## src/rtl/uart_pkg.sv

```systemverilog
// Shared UART definitions: FSM encoding, parity-type and prescale constants,
// plus small helpers used by both the receiver and the transmitter.
package uart_pkg;

  localparam logic [2:0] ST_IDLE   = 3'd0;
  localparam logic [2:0] ST_START  = 3'd1;
  localparam logic [2:0] ST_DATA   = 3'd2;
  localparam logic [2:0] ST_PARITY = 3'd3;
  localparam logic [2:0] ST_STOP   = 3'd4;
  localparam logic [2:0] ST_DONE   = 3'd5;

  localparam logic PAR_EVEN = 1'b0;
  localparam logic PAR_ODD  = 1'b1;

  localparam logic [5:0] PRE_8  = 6'd8;
  localparam logic [5:0] PRE_16 = 6'd16;
  localparam logic [5:0] PRE_32 = 6'd32;

  // 2-of-3 vote over the mid-bit samples.
  function automatic logic majority3(input logic [2:0] s);
    return (s[0] & s[1]) | (s[0] & s[2]) | (s[1] & s[2]);
  endfunction

  // Unsupported oversampling ratios fall back to x16.
  function automatic logic [5:0] legal_prescale(input logic [5:0] p);
    logic [5:0] r;
    case (p)
      PRE_8:   r = PRE_8;
      PRE_16:  r = PRE_16;
      PRE_32:  r = PRE_32;
      default: r = PRE_16;
    endcase
    return r;
  endfunction

endpackage

```

## src/rtl/uart_rx_sampler.sv

```systemverilog
// Captures the synchronized line at the three mid-bit edge counts and
// presents their majority as the bit value.
module uart_rx_sampler
  import uart_pkg::*;
(
  input  logic       clk,
  input  logic       rst,
  input  logic       i_rx_s,
  input  logic [5:0] i_edge,
  input  logic [5:0] i_pre,
  output logic       o_bit
);

  logic [5:0] w_mid;
  logic [2:0] r_smp;

  assign w_mid = {1'b0, i_pre[5:1]};

  // Sample slots are fully refreshed every bit, so no per-frame clear is needed.
  always_ff @(posedge clk or negedge rst) begin
    if (!rst) begin
      r_smp <= 3'b111;
    end else begin
      if (i_edge == (w_mid - 6'd1)) r_smp[0] <= i_rx_s;
      if (i_edge == w_mid)          r_smp[1] <= i_rx_s;
      if (i_edge == (w_mid + 6'd1)) r_smp[2] <= i_rx_s;
    end
  end

  assign o_bit = majority3(r_smp);

endmodule

```

## src/rtl/uart_rx.sv

```systemverilog
// Oversampling UART receiver: synchronizer, edge/bit counters, frame FSM,
// parity and stop checking with registered one-cycle result strobes.
module uart_rx
  import uart_pkg::*;
#(
  parameter int dataWidth = 8
) (
  input  logic                 clk,
  input  logic                 rst,
  input  logic                 rx_in,
  input  logic [5:0]           prescale,
  input  logic                 par_en,
  input  logic                 par_type,
  output logic [dataWidth-1:0] p_data,
  output logic                 data_valid,
  output logic                 par_err,
  output logic                 stp_err
);

  localparam int BCW = (dataWidth > 1) ? $clog2(dataWidth) : 1;
  localparam logic [BCW-1:0] LAST_BIT = BCW'(dataWidth - 1);

  logic                 r_sync1;
  logic                 r_sync2;
  logic                 w_rx_s;
  logic [2:0]           r_state;
  logic [5:0]           r_edge;
  logic [BCW-1:0]       r_bit;
  logic [5:0]           r_pre;
  logic                 r_pen;
  logic                 r_ptype;
  logic [dataWidth-1:0] r_shift;
  logic                 r_perr;
  logic                 w_bit_end;
  logic                 w_vote;
  logic [5:0]           w_pre_eff;

  assign w_rx_s    = r_sync2;
  assign w_bit_end = (r_edge == (r_pre - 6'd1));
  assign w_pre_eff = legal_prescale(prescale);

  // Two-flop synchronizer preset to the idle level so reset release is quiet.
  always_ff @(posedge clk or negedge rst) begin
    if (!rst) begin
      r_sync1 <= 1'b1;
      r_sync2 <= 1'b1;
    end else begin
      r_sync1 <= rx_in;
      r_sync2 <= r_sync1;
    end
  end

  uart_rx_sampler u_sampler (
    .clk    (clk),
    .rst    (rst),
    .i_rx_s (w_rx_s),
    .i_edge (r_edge),
    .i_pre  (r_pre),
    .o_bit  (w_vote)
  );

  // Frame sequencing, counters, shift register and latched frame configuration.
  always_ff @(posedge clk or negedge rst) begin
    if (!rst) begin
      r_state <= ST_IDLE;
      r_edge  <= 6'd0;
      r_bit   <= '0;
      r_pre   <= PRE_16;
      r_pen   <= 1'b0;
      r_ptype <= PAR_EVEN;
      r_shift <= '0;
      r_perr  <= 1'b0;
    end else begin
      case (r_state)
        ST_IDLE, ST_DONE: begin
          r_edge <= 6'd0;
          r_bit  <= '0;
          if (!w_rx_s) begin
            r_state <= ST_START;
            r_pre   <= w_pre_eff;
            r_pen   <= par_en;
            r_ptype <= par_type;
            r_perr  <= 1'b0;
          end else begin
            r_state <= ST_IDLE;
          end
        end
        ST_START: begin
          if (w_bit_end) begin
            r_edge  <= 6'd0;
            r_state <= w_vote ? ST_IDLE : ST_DATA;
          end else begin
            r_edge <= r_edge + 6'd1;
          end
        end
        ST_DATA: begin
          if (w_bit_end) begin
            r_edge  <= 6'd0;
            r_shift <= {w_vote, r_shift[dataWidth-1:1]};
            if (r_bit == LAST_BIT) begin
              r_bit   <= '0;
              r_state <= r_pen ? ST_PARITY : ST_STOP;
            end else begin
              r_bit <= r_bit + 1'b1;
            end
          end else begin
            r_edge <= r_edge + 6'd1;
          end
        end
        ST_PARITY: begin
          if (w_bit_end) begin
            r_edge  <= 6'd0;
            r_perr  <= w_vote ^ (^r_shift) ^ (r_ptype == PAR_ODD);
            r_state <= ST_STOP;
          end else begin
            r_edge <= r_edge + 6'd1;
          end
        end
        ST_STOP: begin
          if (w_bit_end) begin
            r_edge  <= 6'd0;
            r_state <= ST_DONE;
          end else begin
            r_edge <= r_edge + 6'd1;
          end
        end
        default: begin
          r_state <= ST_IDLE;
          r_edge  <= 6'd0;
          r_bit   <= '0;
        end
      endcase
    end
  end

  // Results are registered on the last stop-bit count so they coincide with DONE.
  always_ff @(posedge clk or negedge rst) begin
    if (!rst) begin
      p_data     <= '0;
      data_valid <= 1'b0;
      par_err    <= 1'b0;
      stp_err    <= 1'b0;
    end else begin
      data_valid <= 1'b0;
      par_err    <= 1'b0;
      stp_err    <= 1'b0;
      if ((r_state == ST_STOP) && w_bit_end) begin
        par_err <= r_perr;
        stp_err <= ~w_vote;
        if (!r_perr && w_vote) begin
          p_data     <= r_shift;
          data_valid <= 1'b1;
        end
      end
    end
  end

endmodule

```

## config.mk

```make
export PLATFORM = sky130hd
export DESIGN_NAME = uart_rx
export DESIGN_NICKNAME = d
export VERILOG_FILES = /design/src/rtl/uart_pkg.sv /design/src/rtl/uart_rx_sampler.sv /design/src/rtl/uart_rx.sv
export SDC_FILE = /design/constraint.sdc
export NUM_CORES = 1
export LEC_CHECK = 0
export ABC_AREA = 0
export CAP_MARGIN = 30
export CORE_UTILIZATION = 35
export DETAILED_ROUTE_END_ITERATION = 7
export PLACE_DENSITY = 0.62
export SLEW_MARGIN = 40
export SYNTH_ARGS = -nofsm -noshare
export SYNTH_HDL_FRONTEND = slang
export SYNTH_SLANG_ARGS = --single-unit
```

## constraint.sdc

```tcl
create_clock -name clk -period 2.9 [get_ports clk]
set_input_delay 0.58 -clock clk [delete_from_list [all_inputs] [get_ports clk]]
set_output_delay 0.58 -clock clk [all_outputs]
set_load 0.005 [all_outputs]
```

; ---- After elaboration in Yosys (flattened, before gate mapping)
; Index checks and enable logic that the tools add are counted.
[op_classes]
add_sub_neg = 5
n_eq_ne = 18
n_mux = 22
bitwise = 10
n_reduce_logical = 15
[ops]
columns = op, n
row1 = two-way mux 3 bit, 8
row2 = == test 6 bit, 3
row3 = case mux 3 bit (5 select lines), 1
row4 = two-way mux 6 bit, 2
row5 = != test 2 bit (second input constant), 6
row6 = case mux 6 bit (2 select lines), 1
row7 = == test 3 bit (second input constant), 3
row8 = AND reduction 2 bit, 4
row9 = XOR reduction 8 bit, 1
row10 = two-way mux 1 bit, 7
row11 = adder 5 x 1 -> 6 bit (second input constant), 1
row12 = adder 6 x 1 -> 6 bit (second input constant), 1
row13 = == test 3 x 2 -> 1 bit (second input constant), 2
row14 = == test 6 x 4 -> 1 bit (second input constant), 1
row15 = == test 6 x 5 -> 1 bit, 1
row16 = == test 6 bit (second input constant), 1
row17 = case mux 3 bit (2 select lines), 1
row18 = subtractor 5 x 1 -> 6 bit (second input constant), 1
row19 = subtractor 6 x 1 -> 6 bit (second input constant), 1
row20 = AND reduction 5 bit, 1
row21 = OR reduction 4 bit, 1
row22 = adder 3 x 1 -> 3 bit (second input constant), 1
row23 = bitwise AND 1 bit, 3
row24 = == test 3 x 1 -> 1 bit (second input constant), 1
row25 = other kinds (12), 17
[word_totals]
reg_bits = 45
in_bits = 11
word_cells = 87

; ---- Depth between registers and ports, before layout
[depth]
ltp_word = 7
ltp_mapped = 7

; ---- Modules after synthesis
; Synthesis repeated with hierarchy kept, for this count alone.
[unflattened]
hier_cells = 204
hier_area_um2 = 2374.8
[modules_own_cells]
columns = module, instances, cells_each, area_each_um2
row1 = uart_rx, 1, 154, 1941.9
row2 = uart_rx_sampler, 1, 50, 432.9

; ---- Worst setup path before layout
; OpenSTA, ideal clock, no wires.
[synth_timing]
path_kind = register -> register
start = register r_pre[4]
end = register p_data[0]
setup_time_ns = 0.125
arrival_ns = 2.175
path_slack_ns = 0.600
path_stages_with_launch = 7
synth_period_minus_slack_ns = 2.300
cell_sequence = dfstp_2 -> inv_1 -> ha_1 -> xnor3_1 -> nand4_2 -> nor4_4 -> mux2_2
[synth_via]
elab_chain_cells = 4
[synth_rtl]
columns = item, line_no
row1 = from (decl), uart_rx.sv:29  ; logic [5:0] r_pre;
row2 = from (signal assigned), uart_rx.sv:80  ; r_pre <= w_pre_eff;
row3 = subtractor 6 x 1 -> 6 bit, uart_rx.sv:39  ; assign w_bit_end = (r_edge == (r_pre - 6'd1));
row4 = == test 6 bit, uart_rx.sv:39
row5 = logical AND 1 bit, uart_rx.sv:147  ; if ((r_state == ST_STOP) && w_bit_end) begin
row6 = AND reduction 2 bit (no line), -
row7 = to (signal assigned), uart_rx.sv:151  ; p_data <= r_shift;
row8 = to (decl), uart_rx.sv:14  ; output logic [dataWidth-1:0] p_data,
; No other way between the ends.
; A chain may end at the register's enable or synchronous reset.

; ---- Worst setup path after layout
[layout_timing]
start = register r_pre[4]
end = register p_data[3]
; Same word-level chain as after synthesis.

==> impl_metrics.ini <==
[place]
port_buffers = 21
hpwl_mm = 2.44
placed_cells = 255
postPlaceCellArea_mm2 = 0.00232
place_congestion = 0.770

[critical_path]
arrival_ns = 2.75
slowest_stage = nor4_4
slowest_delay_ns = 0.63
crit_path_cell_trace = inv_1 > ha_1 > xnor3_1 > nand4_2 > nor4_4 > mux2_2
critical_path_required_ns = 3.09
r2r_cells = 6
crit_fanout = 9
crit_type = register to register
regToRegSetupSlack_ns = 0.34
cp-end-kind = register
cp-start-kind = register

[power]
p_sw_w = 0.000556
power.leakage_nw = 1.09
power_w = 0.00175
power.internal_w = 0.00119
power.density_mw_per_mm2 = 720
p_clk_share_pct = 26.2
switching_share_pct = 31.8
peakVddDrop_mv = 0.302
pwr-share-comb_pct = 27.0
seqPwrFrac_pct = 46.8

[drt]
wl_per_cell_um = 13.1
drt_wl_total_mm = 3.46
vias_per_cell = 4.84
vias = 1274
detail-route-antenna-nets = 0
drtIter0Drc = 50
drt_pass1_iterations = 4
route.detailed.drc = 0

[min_path]
hold_class = input pin to asynchronous set/reset pin

[global_routing]
grt.overflow.total = 0
grtUsageTotal_pct = 12.8
grt_pass1_wl_mm = 6.05
grt_start_max_net_pins = 43
antenna_found_initial = 0
grt_pass1_vias = 1256

[floorplanning]
design.core.area_mm2 = 0.00561
dieWidth_um = 78.8
row_count = 27
die_area_mm2 = 0.00621
ioPinCount = 22
dieHeight_um = 78.8
start_util_pct = 36.8

[cells_and_area]
antenna_cells = 0
n_fill_cell = 549
multiInputGateArea_um2 = 911
nets = 207
design_area_mm2 = 0.00243
final_cell_mix = dfrtp_1, mux2_2, clkdlybuf4s50_1, inv_1, xor2_1
layout-drive-gt1-share_pct = 20.9
final_cells = 263
area_growth_pct = 17.7
fin_util_pct = 43.3
final_common_cell = dfrtp_1
seqCellArea_mm2 = 0.00106

[timing]
post-route-min-period_ns = 2.56
slew_violations = 0
setup_viol = 0
rsz0062_at_grt = false
tns_ns = 0
min_period_over_period_pct = 88.3
finalHoldViolations = 0
finClkSkew_ns = 0.00479
worst_pin_slew_ns = 0.607
relSlewSlack_pct = 59.2
fmax_ghz = 0.391

[yosys]
synth.distinct_cells = 33
syn_nets = 188
synth.avg_cell_area_um2 = 12.1
synth_warnings = 0
synth.ff_latch_count = 42
yosys.area.top_type = dfrtp_1
synth_top_cells_by_area = dfrtp_1, mux2_2, dfstp_2
post-synth-top-area-fraction_pct = 43.6
yosysSeqAreaShare_pct = 51.3
syn_area_mm2 = 0.00206
syn-instance-count = 171

[clock_tree]
clk_latency_ns = 0.30
ctsHtreeMaxLevel = 2
cts_tree = yes
cts_resized = 0
cts_buffer_depth = 2
cts_setup_buffers = 0
clk_pin_slew_ns = 0.08
ctsRootBufferMaster = clkbuf_8
cts_buffers = 5
cts.sink_count = 42
postCtsHoldBufs = 0

[job]
cap_violations = 0

[status]
status = finished, final reports clean
## power groups by stage
stage,Sequential (W),Combinational (W),Clock (W)
after floorplan,0.000762,0.000439,0
after global placement,0.000831,0.000467,0
after detailed placement,0.000831,0.000478,0
after CTS,0.000821,0.000481,0.000474
after global routing,0.000838,0.000541,0.000498
final,0.000819,0.000472,0.000457
## layout make-up
| type | count | area share, % |
|---|---|---|
| Clock buffer | 6 | 2.99 |
| Clock inverter | 2 | 1.54 |
| Inverter | 12 | 1.85 |
| Multi-Input combinational cell | 107 | 37.5 |
| Tap cell | 72 | 3.71 |
| Sequential cell | 42 | 43.6 |
| Timing Repair Buffer | 22 | 8.86 |
## sequential cells by signal (all words and copies together) (netlist names), 3 cells and up
signal / count
p_data: 8
r_bit: 3
r_state: 3
r_shift: 8
u_sampler.r_smp: 3
r_pre: 3
r_edge: 6
## cells in the mapped netlist
cell type / n
clkbuf_1: 5
and2_1: 3
dfrtp_1: 36
o32ai_1: 1
xor2_1: 12
mux2_2: 22
dfstp_2: 6
xnor3_1: 2
nand4_2: 1
xnor2_1: 11
inv_1: 12
ha_1: 6
nand2_1: 8
buf_6: 1
a22o_1: 1
o2bb2ai_1: 2
o21ai_0: 3
a31o_2: 1
o311ai_0: 1
nor4_1: 2
o31ai_1: 1
or3_1: 2
or4_1: 2
maj3_1: 2
nor3_1: 6
a21oi_1: 4
nor2_1: 6
nor4_4: 1
nor2b_1: 1
or3b_1: 1
buf_2: 4
o41ai_1: 3
nand3_1: 2
## per-stage QoR
step	worst slack (ns)	hold WS (ns)
after floorplan	0.600	0.284
after global placement	0.365	0.346
after detailed placement	0.298	0.347
after CTS	0.284	0.269
after global routing	0.211	0.290
final	0.340	0.258
## cell families (layout without fill, tap and decap cells)
logic type	Yosys count	in the layout	share of synthesized area (%)
simple gates	35	35	9.70
xor+xnor	25	25	11.9
fa+ha+maj	8	8	4.61
buf+inv	22	42	4.61
mux	22	22	12.0
compound gates	17	17	5.88
flops	42	42	51.3
## layer usage
metal	GRT usage (%)	part of all wire (%)	vias up
li1	-	-	620
met2	19.5	47	19
met4	6.30	1.9	0
met1	16.8	47	629
met5	0	0	-
met3	3.56	3.3	6
## critical path: cells and delay by family, from the launching register on
family        cells  cell delay, ns
fa+ha+maj         1            0.21
mux               1            0.40
flops             1            0.55
simple gates      2            0.85
xor+xnor          1            0.39
buf+inv           1            0.06
## path summary, 6_finish.rpt
kind / from / endpoint
setup / recovery: r_pre[4] / p_data[3]
hold / removal: rst / stp_err
setup reg to reg: r_pre[4] / p_data[3]
hold reg to reg: r_sync1 / r_sync2
max in group asynchronous: rst / r_sync1
min in group clk: r_sync1 / r_sync2
Note: power is estimated with default switching activity, not from simulation.
==> variant 1, RTL diff (config.mk and constraints unchanged) <==
Set the parameter `dataWidth` to 4 (it was 8).
--- a/src/rtl/uart_rx.sv
+++ b/src/rtl/uart_rx.sv
@@ -5,3 +5,3 @@
 #(
-  parameter int dataWidth = 8
+  parameter int dataWidth = 4
 ) (
Ports: changed (resized p_data); port bits go from 22 to 18. The function was not compared with the original's and may differ.
==> variant 1 against the original RTL <==
Synthesized cell count is 14% lower. Count of clock-buffer cells in the layout stayed put. Cell area fell by 17%. Area after synthesis decreased by 17%. Worst hold slack improved by 0.098 ns. Wire length shrank 5.2%. Sequential share of layout area decreased by 2.4 points. Worst setup slack improved by 0.11 ns. Total power down 15%. Sequential cell count fell by 9.
==> variant 1: results (changes against the original RTL) <==
- The flow ran to the end, and the final reports show no timing, DRC or antenna violations.
- The share of the final layout cell area in multi-input gates was 0.402 (+0.0269).
- The largest voltage drop on the vdd net is 0.312 mV (+3.5%).
- The relative area change from synthesis to final layout is 17.6% (about the same).
- The placement-stage worst setup slack is 0.466 ns (+0.167 ns).
- The die span in x is 72.1 um (-8.5%).
- The post-placement cell area is 0.00194 mm^2 (-16%).
- The maximum number of pins on one net before global-route repair was 34 (-21%).
- The number of standard cells in the final layout excluding fillers was 234 (-11%).
- In the synthesized netlist, the cells that appear most often are sky130_fd_sc_hd__dfrtp_1 (27), sky130_fd_sc_hd__nand2_1 (10), sky130_fd_sc_hd__xor2_1 (10).
- The multi-input logic cell count was 99 (-7.5%).
- The number of sequential cells is 33 (-21%).
- The count of fill cells added during filler insertion is 465 (-15%).
- The post-synthesis adder-cell area fraction was 0.0422 (-0.00391).
- The largest individual stage delay along the critical path comes from the cell sky130_fd_sc_hd__dfstp_2.
- The via-per-instance ratio was 4.83 (-0.31%).
- The global-route wire length before repair is 5690 um (-6.0%).
- The beginning of the worst register-to-register path is r_pre[4].
- The worst hold path belongs to the class flip-flop to flip-flop.
- The number of signal-net inverters in the final layout is 9 (-3).
- The count of non-CTS buffers in the layout came to 18 (-18%).
- The capture point of the worst path is r_shift[1].
- The number of buffer cells added on primary ports was 17 (-19%).
- The fraction of final layout cells with drive strength greater than 1 is 0.210 (about the same).
- The final clock skew was 0.00400 ns (-0.000782 ns).
- The relative area of non-clock buffer cells in the final design was 0.0878 (-0.000806).
- The fraction of the mapped netlist area in compound gates is 0.0516 (-0.00719).
- The global routing usage on met2 came to 0.256 (+0.0617).
- The xor and xnor area share after synthesis came to 0.118 (-0.000935).
- By area the synthesized netlist is led by sky130_fd_sc_hd__dfrtp_1 (39%), sky130_fd_sc_hd__dfstp_2 (9.2%), sky130_fd_sc_hd__mux2_2 (5.9%).
- The global placement routability congestion is 0.825 (+7.1%).
- The combined global-route utilization of all metal layers is 0.144 (+0.0159).
- The stage delay of the slowest cell on the critical path is 0.56 ns (-0.07 ns).
- The initial detailed-routing violation count came to 22 (-56%).
- The total half-perimeter wirelength after legalization and detailed placement is 2440 um (about the same).
- The number of nets in the layout is 182 (-12%).
- The sum of met3 wire segment lengths after detailed routing is 125 um (+9.6%).
- The met3 global-route usage is 0.0403 (+0.00465).
- In the final layout, the registers with the most flip-flops are r_edge x6, p_data x4, r_shift x4.
- The data arrival time of the critical path is 2.62 ns (-0.13 ns).
- The met1 usage in global routing is 0.165 (-0.00305).
- The pin slew with the least headroom to its limit was 0.414 ns (-0.193 ns).
- The share of synthesized area spent on multiplexers was 0.111 (-0.00881).
- The sequential share of the synthesized area is 0.484 (-0.0287).
- The latest clock arrival within the worst-skew pair is 0.28 ns (-0.02 ns).
- The static leakage is 0.891 nW (-18%).
==> variant 1: cell count changes after synthesis, sizes merged, moves of 3 or more <==
| cell | unedited run | this run |
|---|---|---|
| inv | 12 | 9 |
| mux2 | 22 | 13 |
| xnor2 | 11 | 7 |
| buf | 5 | 2 |
| dfrtp | 36 | 27 |
| o21ai | 3 | 7 |
| mux2i | 0 | 3 |
==> variant 1: worst min path at each step <==
stage | end | slack (ns) | cells after the start
finish | r_sync2 | 0.36 | 0
global route | r_sync2 | 0.36 | 0
CTS | r_sync2 | 0.36 | 0
detailed placement | r_sync2 | 0.35 | 0
global placement | r_sync2 | 0.35 | 0
floorplan | data_valid | 0.28 | 0
==> variant 1: power breakdown <==
part           switching (mW)  internal [mW]
combinational           0.243          0.225
sequential              0.116          0.577
clock                   0.159          0.166
total                   0.518          0.968
==> variant 1: cell families after synthesis <==
family,after synthesis
buffers and inverters,15
xor gates and xnor gates,20
adders and majority gates,6
DFF,33
and+or+nand+nor,42
muxes,16
AOI/OAI and AO/OA,15
==> variant 2, RTL diff (same flow settings) <==
Made on the original files. Register the inputs `rx_in`, `prescale`, `par_en` and `par_type` before use, without a reset. The logic sees them one clock later.
--- a/src/rtl/uart_rx.sv
+++ b/src/rtl/uart_rx.sv
@@ -22,2 +22,14 @@
 
+  logic rx_q;
+  logic [5:0] prescale_q;
+  logic par_en_q;
+  logic par_type_q;
+
+  always_ff @(posedge clk) begin
+    rx_q       <= rx_in;
+    prescale_q <= prescale;
+    par_en_q   <= par_en;
+    par_type_q <= par_type;
+  end
+
   logic                 r_sync1;
@@ -39,3 +51,3 @@
   assign w_bit_end = (r_edge == (r_pre - 6'd1));
-  assign w_pre_eff = legal_prescale(prescale);
+  assign w_pre_eff = legal_prescale(prescale_q);
 
@@ -47,3 +59,3 @@
     end else begin
-      r_sync1 <= rx_in;
+      r_sync1 <= rx_q;
       r_sync2 <= r_sync1;
@@ -80,4 +92,4 @@
             r_pre   <= w_pre_eff;
-            r_pen   <= par_en;
-            r_ptype <= par_type;
+            r_pen   <= par_en_q;
+            r_ptype <= par_type_q;
             r_perr  <= 1'b0;
Function: same outputs for any inputs over 10 cycles, from zero or initial values and one cycle with rst low; that may be too few to reach the edited logic, so the function may still have changed.
==> variant 2 against the original RTL <==
Clock power decreased by 3%. Wire length is 3.1% higher. Cell area rose by 9.7%. Worst setup slack better by 0.13 ns. Total power grew 6.0%. Highest routed layer unchanged. Clock skew is 0.0017 ns higher. Sequential cell count rose by 9. Area after synthesis up 10%. Via count up 9.6%. Non-clock buffer count unchanged. Utilization fell by 1.1 points.
==> variant 2: results (changes against the original RTL) <==
- The largest voltage drop on the vdd net came to 0.356 mV (+18%).
- The combined global-route utilization of all metal layers is 0.119 (-0.00896).
- The total half-perimeter wirelength after legalization and detailed placement is 2480 um (+1.7%).
- For this design, the slowest cell found on the critical path is sky130_fd_sc_hd__or4_4.
- The final clock skew is 0.00647 ns (+0.00168 ns).
- By area the synthesized netlist is led by sky130_fd_sc_hd__dfrtp_1 (40%), sky130_fd_sc_hd__mux2_2 (10%), sky130_fd_sc_hd__dfxtp_1 (7.9%).
- The number of nets in the layout is 230 (+11%).
- The static leakage is 1.18 nW (+8.4%).
- The pin slew with the least headroom to its limit is 0.516 ns (-0.0915 ns).
- The worst hold margin came to 0.251 ns (-0.00728 ns).
- The global-route wire length before repair is 6070 um (+0.23%).
- The fraction of final layout cells with drive strength greater than 1 is 0.178 (-0.0319).
- The fraction of synthesis flops using an asynchronous set or reset pin is 0.824 (-0.176).
- The global routing usage on met2 is 0.164 (-0.0308).
- The run finished with clean final reports.
- The period utilization is 0.839 (-0.0432).
- The number of cells on the worst reg-to-reg path is 6 (unchanged).
- The number of CTS-inserted buffers was 5 (unchanged).
- The initial detailed-routing violation count is 62 (+24%).
- The data arrival time of the critical path is 2.65 ns (-0.10 ns).
- The post-placement cell area is 0.00256 mm^2 (+11%).
- The sequential share of the synthesized area is 0.544 (+0.0309).
- The global placement routability congestion was 0.745 (-3.2%).
- The total instance count after detailed placement is 283 (+11%).
- In this run the critical register-to-register path is launched from r_pre[4].
- The synthesized netlist net count was 207 (+10%).
- The placement-stage worst setup slack is 0.475 ns (+0.177 ns).
- The stage delay of the slowest cell on the critical path is 0.58 ns (-0.05 ns).
- The number of distinct library cells after synthesis came to 42 (+27%).
- The via-per-instance ratio is 4.80 (-0.97%).
- The worst-case register-to-register setup slack is 0.47 ns (+0.13 ns).
- By count the netlist is led by sky130_fd_sc_hd__dfrtp_1 (36), sky130_fd_sc_hd__mux2_2 (21), sky130_fd_sc_hd__nand2_1 (12).
- The highest-utilization routing layer at the global route stage is met1.
- The met1 usage in global routing is 0.177 (+0.00914).
- The capture point of the worst path is r_state[1].
- The number of global-route vias before repair came to 1,273 (+1.4%).
- The mean instance size in the synthesized netlist came to 12.0 um^2 (-0.67%).
- The worst-path maximum fanout is 4 (-5).
- The met3 global-route usage is 0.0297 (-0.00596).
- The detailed-route wire length is 3560 um (+3.1%).
- The largest registers in the layout are p_data x8, r_shift x8.
- The number of standard cells in the final layout excluding fillers came to 291 (+11%).
[variant 2: logic make-up (layout without fill, tap and decap cells)]
family,Yosys count,in the layout,share of synthesized area
muxes,23,23,0.113
AOI/OAI and AO/OA,20,20,0.0588
DFF,51,51,0.544
xor gates and xnor gates,22,22,0.0972
and+or+nand+nor,50,50,0.121
buffers and inverters,17,41,0.0297
adders and majority gates,7,7,0.0373
[variant 2: area by class of cell]
class                   instances  area [um^2]
clock buffers                   8          101
fillers                       615         3650
inverters                      11         41.3
flip-flops and latches         51         1240
multi-input cells             122          972
repair buffers                 22          215
well taps                      77         96.3
[variant 2: layer usage]
layer	vias up	routed length (um)
li1	705	-
met1	661	1880
met2	23	1500
met3	7	124
met4	0	56
met5	-	0
[variant 2: power by group]
part           internal (mW)  switching (mW)  total [mW]  leakage, nW
Combinational          0.230           0.229       0.459        0.502
Clock                  0.224           0.218       0.442       0.0506
Sequential             0.826           0.128       0.954        0.625
Total                   1.28           0.575        1.85         1.18
